### config.mk
export PLATFORM = sky130hd
export DESIGN_NAME = keypad_conditioner
export DESIGN_NICKNAME = d
export VERILOG_FILES = /design/src/rtl/keypad_pkg.sv /design/src/rtl/keypad_conditioner_sync_2ff.sv /design/src/rtl/keypad_conditioner.sv
export SDC_FILE = /design/constraint.sdc
export NUM_CORES = 1
export LEC_CHECK = 0
export CAP_MARGIN = 20
export CORE_AREA = 2 2 44 46
export CTS_CLUSTER_SIZE = 25
export DETAILED_ROUTE_END_ITERATION = 7
export DIE_AREA = 0 0 46 48
export DONT_BUFFER_PORTS = 1
export PLACE_DENSITY = 0.64
export SLEW_MARGIN = 5
export SYNTH_ARGS = -nofsm -noshare
export SYNTH_HDL_FRONTEND = slang
export SYNTH_SLANG_ARGS = --single-unit
### constraint.sdc
create_clock -name clk -period 1.98 [get_ports clk]
set_input_delay 0.198 -clock clk [delete_from_list [all_inputs] [get_ports clk]]
set_output_delay 0.198 -clock clk [all_outputs]
set_load 0.01 [all_outputs]
### src/rtl/keypad_pkg.sv
// rtl/keypad_pkg.sv - shared types and constants for the keypad conditioner
package keypad_pkg;

  typedef enum logic [1:0] {
    IDLE     = 2'd0,
    PRESS_DB = 2'd1,
    HELD     = 2'd2,
    REL_DB   = 2'd3
  } key_state_t;

  localparam int DIGIT_W_DEF         = 4;
  localparam int MAX_DIGIT           = 9;
  localparam int GLITCH_MAX          = 15;
  localparam int DEBOUNCE_CYCLES_DEF = 4;

endpackage

### src/rtl/keypad_conditioner_sync_2ff.sv
// rtl/keypad_conditioner_sync_2ff.sv - two-flop synchronizer, resets to zero
module sync_2ff #(
  parameter int WIDTH = 1
) (
  input  logic             clk,
  input  logic             rst_n,
  input  logic [WIDTH-1:0] d,
  output logic [WIDTH-1:0] q
);

  logic [WIDTH-1:0] meta;

  always_ff @(posedge clk or negedge rst_n) begin
    if (!rst_n) begin
      meta <= '0;
      q    <= '0;
    end else begin
      meta <= d;
      q    <= meta;
    end
  end

endmodule

### src/rtl/keypad_conditioner.sv
// rtl/keypad_conditioner.sv - synchronize/debounce enter key, capture digit per press
// Optional digit range check enabled by defining KEYPAD_DIGIT_RANGE_CHECK_EN.
module keypad_conditioner
  import keypad_pkg::*;
#(
  parameter int DEBOUNCE_CYCLES = DEBOUNCE_CYCLES_DEF,
  parameter int DIGIT_W         = DIGIT_W_DEF
) (
  input  logic               clk,
  input  logic               rst_n,
  input  logic               ena,
  input  logic               enter_raw,
  input  logic [DIGIT_W-1:0] digit_raw,
  output logic               enter_pulse,
  output logic [DIGIT_W-1:0] digit_out,
  output logic               key_held,
  output logic               invalid_pulse,
  output logic [3:0]         glitch_count
);

  localparam int CW = $clog2(DEBOUNCE_CYCLES) + 1;
  localparam logic [CW-1:0] CNT_LAST = CW'(DEBOUNCE_CYCLES - 1);

  logic               enter_s;
  logic [DIGIT_W-1:0] digit_s;
  key_state_t         state, state_d;
  logic [CW-1:0]      cnt, cnt_d;
  logic               accept;
  logic               abort;
  logic               digit_ok;

  sync_2ff #(.WIDTH(1)) u_sync_enter (
    .clk   (clk),
    .rst_n (rst_n),
    .d     (enter_raw),
    .q     (enter_s)
  );

  sync_2ff #(.WIDTH(DIGIT_W)) u_sync_digit (
    .clk   (clk),
    .rst_n (rst_n),
    .d     (digit_raw),
    .q     (digit_s)
  );

`ifdef KEYPAD_DIGIT_RANGE_CHECK_EN
  assign digit_ok = (digit_s <= DIGIT_W'(MAX_DIGIT));
`else
  assign digit_ok = 1'b1;
`endif

  always_ff @(posedge clk or negedge rst_n) begin
    if (!rst_n) begin
      state <= IDLE;
      cnt   <= '0;
    end else begin
      state <= state_d;
      cnt   <= cnt_d;
    end
  end

  always_comb begin
    state_d = state;
    cnt_d   = cnt;
    accept  = 1'b0;
    abort   = 1'b0;
    if (!ena) begin
      state_d = IDLE;
      cnt_d   = '0;
    end else begin
      case (state)
        IDLE: begin
          if (enter_s) begin
            state_d = PRESS_DB;
            cnt_d   = '0;
          end
        end
        PRESS_DB: begin
          if (!enter_s) begin
            state_d = IDLE;
            cnt_d   = '0;
            abort   = 1'b1;
          end else if (cnt == CNT_LAST) begin
            state_d = HELD;
            cnt_d   = '0;
            accept  = 1'b1;
          end else begin
            cnt_d = cnt + CW'(1);
          end
        end
        HELD: begin
          if (!enter_s) begin
            state_d = REL_DB;
            cnt_d   = '0;
          end
        end
        REL_DB: begin
          // a high sample here is release bounce: back to HELD without a new pulse
          if (enter_s) begin
            state_d = HELD;
            cnt_d   = '0;
          end else if (cnt == CNT_LAST) begin
            state_d = IDLE;
            cnt_d   = '0;
          end else begin
            cnt_d = cnt + CW'(1);
          end
        end
        default: begin
          state_d = IDLE;
          cnt_d   = '0;
        end
      endcase
    end
  end

  always_ff @(posedge clk or negedge rst_n) begin
    if (!rst_n) begin
      enter_pulse   <= 1'b0;
      invalid_pulse <= 1'b0;
      digit_out     <= '0;
      glitch_count  <= '0;
    end else begin
      enter_pulse   <= accept & digit_ok;
      invalid_pulse <= accept & ~digit_ok;
      if (accept && digit_ok) begin
        digit_out <= digit_s;
      end
      if (abort && glitch_count != 4'(GLITCH_MAX)) begin
        glitch_count <= glitch_count + 4'd1;
      end
    end
  end

  assign key_held = (state == HELD) || (state == REL_DB);

endmodule

==> run summary, run 1 <==
Setup_tns - 0 ps
Hold path depth - 1
Crit path launch type - register
Synth cell types - 25
Final Wtd Congestion - 0.733
Post-Synth XOR/XNOR Area - 1.91%
Final Cycle Share - 71.4%
Setup Crit Path Kind - register to register
Num Clock Sinks - 24
Largest net degree at the start of global routing - 25
Layout area overhead - 17.1%
Max-slew violations - 0
DR pass1 iterations - 1
Total grt overflow - 0
Compound-Gate Fraction of Synth Area - 3.42%
Seq pwr share - 57.6%
Power Internal - 805 µW
Synth Instances - 63
Initial core utilization - 54.2%
Die width - 46 µm
CTS clk-pin slew, worst paths - 120 ps
WP data required - 2180 ps
Layout cell share with drive strength beyond 1 - 17.8%
Die ar. - 0.00221 mm²
CTS Root Cell - clkbuf_4
P per Cell Area - 985 mW/mm²
Period minus WS final - 1410 ps
Clock share of power - 32.4%
Flop and latch count out of synthesis - 24
Synth warnings - 0
I/O pins - 19
Pleak - 0.489 nW
Post-synthesis sequential area ratio - 65.6%
Post-DRT Antenna Nets - 0
Number of antenna violations at the first check in global routing - 0
Cells after DPL - 77
Net Sw Frac - 23.8%
Setup Buffers After CTS - 0
Final number of hold-violating endpoints - 0
Combinational family with the most area after synthesis - simple AND/OR/NAND/NOR gates
Max-cap violation count - 0
Die height - 48 µm
CTS Buf Count - 3
Setup Skew - 2.68 ps
Status - complete, no violations
Syn nets - 73
Via density - 5.61
Crit path DAT - 1620 ps
# diodes - 0
Simple-Gate Fraction of Synth Area - 14.8%
Synth top area cells - dfrtp_1 (66%), mux2_2 (6.1%), ha_1 (2.7%)
Std cell rows - 15
Logic pwr share - 10.0%
Max VDD drop - 0.537 mV
F_max - 0.708 GHz
GRT Util Overall - 15.5%
# DRC - 0
CTS H-tree lvls - 1
Routing usage on met3 - 5.66%
Clock latency on the worst-skew pair - 310 ps
Routed wire per std cell - 14.7 µm
Worst-path maximum fanout - 5
GRT Max-Usage Layer - met2
Final setup fails - 0
Synth Area in Adders - 2.73%
Hold WC Path Type - input pin to register
Non-Filler Instances - 90
Mux share of post-synthesis cell area - 8.47%
Routed WL - 1.32 mm
Core area - 0.00169 mm²
DR vias - 505
Vias in the first global route - 533
Post-Syn Area - 916 µm²
Post-synth top area share - 65.6%
DR iter-0 viols - 0
Unrepaired setup endpoints after global routing - false
Met2 usage - 25.0%
Worst setup EP type - register
Longest Clk Path Bufs - 2
NetSw - 251 µW
# port buffers - 0
GR Util met1 - 17.3%
DP HPWL - 864 µm
Mapped Avg Cell Area - 14.5 µm²
First-pass GRT wire length - 2.26 mm
Worst reg-to-reg path cell count - 4
CTS tree - built
Post-synth top area cell - dfrtp_1
Nets - 84
## path summary, 6_finish.rpt
kind / startpoint / end / slack, ps
setup / recovery: cnt[0] / digit_out[3] / 570
hold reg to reg: u_sync_digit.meta[1] / u_sync_digit.q[1] / 370
min in group asynchronous: rst_n / enter_pulse / 190
setup reg to reg: cnt[0] / digit_out[3] / 570
max in group asynchronous: rst_n / glitch_count[1] / 1400
hold / removal: ena / state[0] / 40
## per-layer routing
metal  up-vias  routed length [µm]
li1        239                   -
met1       252                 572
met2        12                 662
met3         2                  66
met4         0                  18
met5         -                   0
## stage by stage
stage	hold slack (ps)	total power [mW]	util [%]	instance area, µm²	setup slack, ps
6_report	39.2	1.06	63.5	1070	567
5_1_grt	10.8	1.13	63.5	1070	456
4_1_cts	7.24	1.06	61.3	1030	549
3_5_place_dp	-97.1	0.697	54.0	912	569
3_3_place_gp	-97.0	0.696	54.0	912	570
2_1_floorplan	-97.6	0.678	-	916	713
## cell usage in the layout, fill, tap and decap left out, drive strengths merged, types with 3 or more instances in the layout
| cell type | count |
|---|---|
| clkbuf | 3 |
| dfrtp | 24 |
| dlygate4sd3 | 8 |
| mux2 | 6 |
## synthesized netlist by cell type (all sizes together)
master / number
dfrtp: 24
mux2: 6
a21boi: 2
a21oi: 2
buf: 2
ha: 2
nand2: 2
nand2b: 2
nand3b: 2
nand4: 2
nand4b: 2
nor2b: 2
or3b: 2
a31oi: 1
and3: 1
and4bb: 1
conb: 1
dlygate4sd3: 1
mux2i: 1
nand3: 1
nor2: 1
or2: 1
xnor2: 1
xor2: 1
## state kept, by name, indices dropped and copies added (netlist names)
register and cells:
cnt 3, digit_out 4, enter_pulse 1, glitch_count 4, state 2, u_sync_digit.meta 4
u_sync_digit.q 4, u_sync_enter.meta 1, u_sync_enter.q 1
## timing repair
action | CTS | global route
endpoints found under the hold margin | 30 | 3
hold buffers | 7 | 1
resized for setup | 0 | 0
## cells by family after synthesis
family | Yosys count
compound gates | 5
xor+xnor | 2
fa+ha+maj | 2
buf+inv | 3
flops | 24
mux | 7
other cells | 1
simple gates | 19
## power groups by stage
stage | Sequential (mW) | Clock [mW] | Combinational, mW
after floorplan | 0.603 | 0 | 0.0746
after global placement | 0.620 | 0 | 0.0760
after detailed placement | 0.619 | 0 | 0.0778
after CTS | 0.609 | 0.356 | 0.0977
after global routing | 0.620 | 0.383 | 0.129
final | 0.609 | 0.342 | 0.106
## area by class of cell
| cell class | instances | area [µm²] |
|---|---|---|
| fillers | 130 | 617 |
| flip-flops and latches | 24 | 601 |
| multi-input cells | 36 | 290 |
| repair buffers | 9 | 108 |
| clock inverters | 1 | 30.0 |
| clock buffers | 3 | 22.5 |
| well taps | 17 | 21.3 |
## worst max-delay path, cell delays in order, from the launching register on
cell and delay [ps]:
dfrtp_1 390, ha_1 190, nand2b_1 110, nor2_2 260
mux2_2 370
(Power assumes the default switching activity.)
==> run 2, diff against run 1 <==
clock period = 1.35 ns   (was 1.98 ns; I/O delays follow)
==> run 2 against run 1 <==
  * The run now ends with setup timing left
  * Non-clock buffer count grew 4
  * Worst hold slack gained 47 ps
  * Clock power grew 47%
  * Cell area grew 4.8%
  * Critical path type unchanged
  * Largest power group unchanged
==> run summary, run 2 (synthesized netlist as in run 1, its figures left out) <==
CTS H-tree lvls - 1
Setup Skew - 2.11 ps
Pleak - 0.517 nW
Via density - 5.47
Routed WL - 1.33 mm
Max-slew violations - 0
Initial core utilization - 54.2%
DR pass1 iterations - 4
DP HPWL - 856 µm
Final Wtd Congestion - 0.768
Die height - 48 µm
Longest Clk Path Bufs - 2
Layout area overhead - 22.7%
Nets - 88
Vias in the first global route - 450
Setup Crit Path Kind - register to register
Period minus WS final - 1360 ps
CTS Buf Count - 3
Max VDD drop - 1.04 mV
Die width - 46 µm
Final number of hold-violating endpoints - 0
DR iter-0 viols - 10
Most frequent cells in the layout - dfrtp_1 (24), dlygate4sd3_1 (7), mux2_4 (5), buf_4 (5), clkbuf_4 (3)
Worst-path maximum fanout - 5
NetSw - 384 µW
I/O pins - 19
Worst setup EP type - register
Max-cap violation count - 0
# diodes - 0
Crit path launch type - register
Status - finished, violations left
P per Cell Area - 1430 mW/mm²
Most common cell after layout, fill and taps aside - dfrtp_1
Unrepaired setup endpoints after global routing - true
Largest net degree at the start of global routing - 25
Seq pwr share - 52.9%
Die ar. - 0.00221 mm²
Total grt overflow - 0
Num Clock Sinks - 24
Failing checks - setup timing
Power Internal - 1.23 mW
First-pass GRT wire length - 2.15 mm
Number of antenna violations at the first check in global routing - 0
CTS clk-pin slew, worst paths - 120 ps
Logic pwr share - 15.9%
Hold WC Path Type - input pin to register
Final core occ - 66.5%
Clock share of power - 31.2%
Final setup margin - -6.95 ps
CTS Root Cell - clkbuf_4
# DRC - 0
Clock latency on the worst-skew pair - 300 ps
Layout cell share with drive strength beyond 1 - 24.7%
Routed wire per std cell - 14.2 µm
Final Cycle Share - 101%
# port buffers - 0
DR vias - 514
Setup Buffers After CTS - 0
F_max - 0.737 GHz
Final setup fails - 4
Tot Pwr - 1.61 mW
Core area - 0.00169 mm²
Crit path DAT - 1560 ps
CTS tree - built
WP data required - 1550 ps
Post-DRT Antenna Nets - 0
GRT Util Overall - 14.5%
Net Sw Frac - 23.8%
Std cell rows - 15
run 2: metal layers:
| layer | up-vias | part of all wire, % | global-route usage (%) |
|---|---|---|---|
| met5 | - | 0 | 0 |
| met4 | 0 | 0.90 | 8.57 |
| met3 | 2 | 6.7 | 4.15 |
| met2 | 18 | 46 | 21.4 |
| met1 | 247 | 46 | 19.1 |
| li1 | 247 | - | - |
run 2: final timing paths:
| kind | from | cells past startpoint | to | slack, ps |
|---|---|---|---|---|
| max in group asynchronous | rst_n | 2 | u_sync_digit.meta[3] | 750 |
| hold / removal | ena | 2 | enter_pulse | 90 |
| min in group asynchronous | rst_n | 1 | state[0] | 180 |
| hold reg to reg | u_sync_digit.meta[2] | 0 | u_sync_digit.q[2] | 370 |
| setup / recovery | state[1] | 3 | digit_out[0] | -7 |
| setup reg to reg | state[1] | 3 | digit_out[0] | -7 |
run 2: stage by stage:
stage,instance area (µm²),setup slack [ps],std cells,TNS (ps),hold WS (ps)
2_1_floorplan,916,83.4,63,0,-161
3_3_place_gp,950,0.100,82,0,-160
5_1_grt,1120,-66.4,94,-277,85.3
6_report,1120,-6.95,94,-18.0,85.8
3_5_place_dp,950,-21.8,82,-58.1,-160
4_1_cts,1080,11.3,93,0,40.9
run 2: layout make-up:
cell class | instances | area, µm²
clock buffer | 3 | 22.5
tap | 17 | 21.3
timing repair buffer | 13 | 135
fill | 119 | 566
multi-input combinational | 36 | 314
clock inverter | 1 | 30.0
sequential | 24 | 601
run 2: power by group through the flow:
stage	Combinational (mW)	Clock [mW]	Sequential [mW]
after CTS	0.238	0.518	0.853
after detailed placement	0.207	0	0.868
final	0.256	0.502	0.853
after floorplan	0.109	0	0.885
after global routing	0.294	0.546	0.863
after global placement	0.204	0	0.864
run 2: worst max-delay path, cell delays in order, from the launching register on:
cell,delay (ps)
dfrtp_1,430
nand4b_1,260
nor2_4,250
mux2_4,320
run 2: repair_timing:
action,in CTS,in global routing
setup endpoints to repair,4,5
endpoints found under the hold margin,34,0
gates resized for setup,1,5
hold buffers,7,0
pin swaps,0,1
==> run 3, diff against run 2 <==
CORE_AREA = 2 2 48 50   (was 2 2 44 46)
DIE_AREA = 0 0 50 52   (was 0 0 46 48)
PLACE_DENSITY = 0.55   (was 0.64)
==> run 3 against run 2 <==
  * Via count up 0.39%
  * The run now ends clean
  * Register-to-register slack better by 20 ps
  * Largest power group unchanged
  * Worst hold slack worse by 39 ps
  * First-iteration DRC count down 80%
  * Critical endpoint is now glitch_count[3]
  * Setup slack better by 16 ps
  * Sequential share of layout area down 0.94 points
==> run summary, run 3 (synthesized netlist as in run 1, its figures left out) <==
CTS Root Cell - clkbuf_4
Setup_tns - 0 ps
Non-Filler Instances - 106
Post-DRT Antenna Nets - 0
Setup Skew - 7.09 ps
Tot Pwr - 1.61 mW
DP HPWL - 897 µm
# port buffers - 0
Worst-path maximum fanout - 4
First-pass GRT wire length - 2.16 mm
Most common cell after layout, fill and taps aside - dfrtp_1
GRT Util Overall - 11.4%
Worst reg2reg startpoint - u_sync_enter.q
Die width - 50 µm
Pre-CTS WS - -36.4 ps
R2R Path End - glitch_count[3]
Max VDD drop - 1.20 mV
Min-delay src - ena
Fillcell total - 167
Layout cell share with drive strength beyond 1 - 28.2%
WP buf/inv - 0
DR pass1 iterations - 4
CTS Buf Count - 3
Setup Crit Path Kind - register to register
Final Cycle Share - 99.3%
Pleak - 0.517 nW
Final number of hold-violating endpoints - 0
Crit path DAT - 1540 ps
FF/Latch Area - 601 µm²
Unrepaired setup endpoints after global routing - true
Hold WC Path Type - input pin to register
R2R Setup Slk - 10 ps
Longest Clk Path Bufs - 2
Crit path launch type - register
Num Clock Sinks - 24
Die height - 52 µm
Worst setup EP type - register
Initial core utilization - 43.5%
Largest net degree at the start of global routing - 25
Clock latency on the worst-skew pair - 310 ps
Status - complete, no violations
DR vias - 516
Routed wire per std cell - 12.7 µm
Max-slew violations - 0
Most frequent cells in the layout - dfrtp_1 (24), dlygate4sd3_1 (7), buf_4 (6), mux2_2 (4), clkbuf_4 (3)
DR iter-0 viols - 2
Final setup margin - 9.53 ps
Period minus WS final - 1340 ps
Number of antenna violations at the first check in global routing - 0
Multi-input combinational cell area - 313 µm²
CTS H-tree lvls - 1
Vias in the first global route - 504
F_max - 0.746 GHz
Hold path depth - 2
Crit path max-delay cell type - dfrtp_1
CP max stage delay - 440 ps
Std cell rows - 17
Layout area overhead - 24.9%
Cells after DPL - 93
Die ar. - 0.00260 mm²
I/O pins - 19
Total grt overflow - 0
# diodes - 0
P per Cell Area - 1410 mW/mm²
Hold Path Sink - enter_pulse
Nets - 89
Worst reg-to-reg path cell count - 3
Routed WL - 1.35 mm
Worst path cell trace - and4bb_4 > nand4_1 > mux2_4
# DRC - 0
CTS clk-pin slew, worst paths - 130 ps
Final Wtd Congestion - 0.749
Max-cap violation count - 0
Final setup fails - 0
Top delay family on crit path - simple AND/OR/NAND/NOR gates
WP data required - 1550 ps
Core area - 0.00211 mm²
CTS tree - built
Via density - 4.87
[run 3: metrics by stage]
stage / hold WS (ps) / util [%] / instance area (µm²)
final: 47.1 / 54.3 / 1140
after global routing: 35.0 / 54.3 / 1140
after CTS: 43.0 / 51.8 / 1090
after detailed placement: -160 / 45.8 / 963
after global placement: -160 / 45.8 / 963
after floorplan: -161 / - / 916
[run 3: worst max-delay path by stage]
stage	endpoint	slack, ps	startpoint	cells after the start
final	glitch_count[3]	10	u_sync_enter.q	3
after global routing	digit_out[2]	-30	state[1]	3
after CTS	digit_out[3]	0.2	cnt[0]	4
after detailed placement	digit_out[3]	-40	cnt[0]	4
after global placement	digit_out[1]	10	cnt[0]	4
after floorplan	glitch_count[3]	80	state[1]	3
[run 3: what timing repair did]
item	in CTS	in global routing
resized for setup	1	4
buffers inserted	0	1
setup endpoints to repair	4	6
hold endpoints to repair	34	0
pin swaps	0	3
hold buffers	7	0
[run 3: final cells by class]
type | instances | share of cell area, %
clock buffers | 3 | 1.97
well taps | 28 | 3.06
clock inverters | 1 | 2.63
flip-flops and latches | 24 | 52.5
repair buffers | 14 | 12.5
multi-input cells | 36 | 27.4
[run 3: layer usage]
metal  vias up  track usage, %  routed length (µm)
met3         2            4.60                  72
met1       256            14.3                 616
met4         0            4.17                  13
li1        246               -                   -
met2        12            17.8                 645
met5         -               0                   0
[run 3: worst reg2reg max path: stages (launching register included)]
cell and delay [ps]:
dfrtp_1 440, and4bb_4 370, nand4_1 110, mux2_4 320
[run 3: where the power goes]
part | switching [mW] | internal [mW] | total, mW | leakage [nW]
sequential | 0.0622 | 0.788 | 0.850 | 0.305
combinational | 0.113 | 0.137 | 0.250 | 0.184
clock | 0.209 | 0.300 | 0.509 | 0.0279
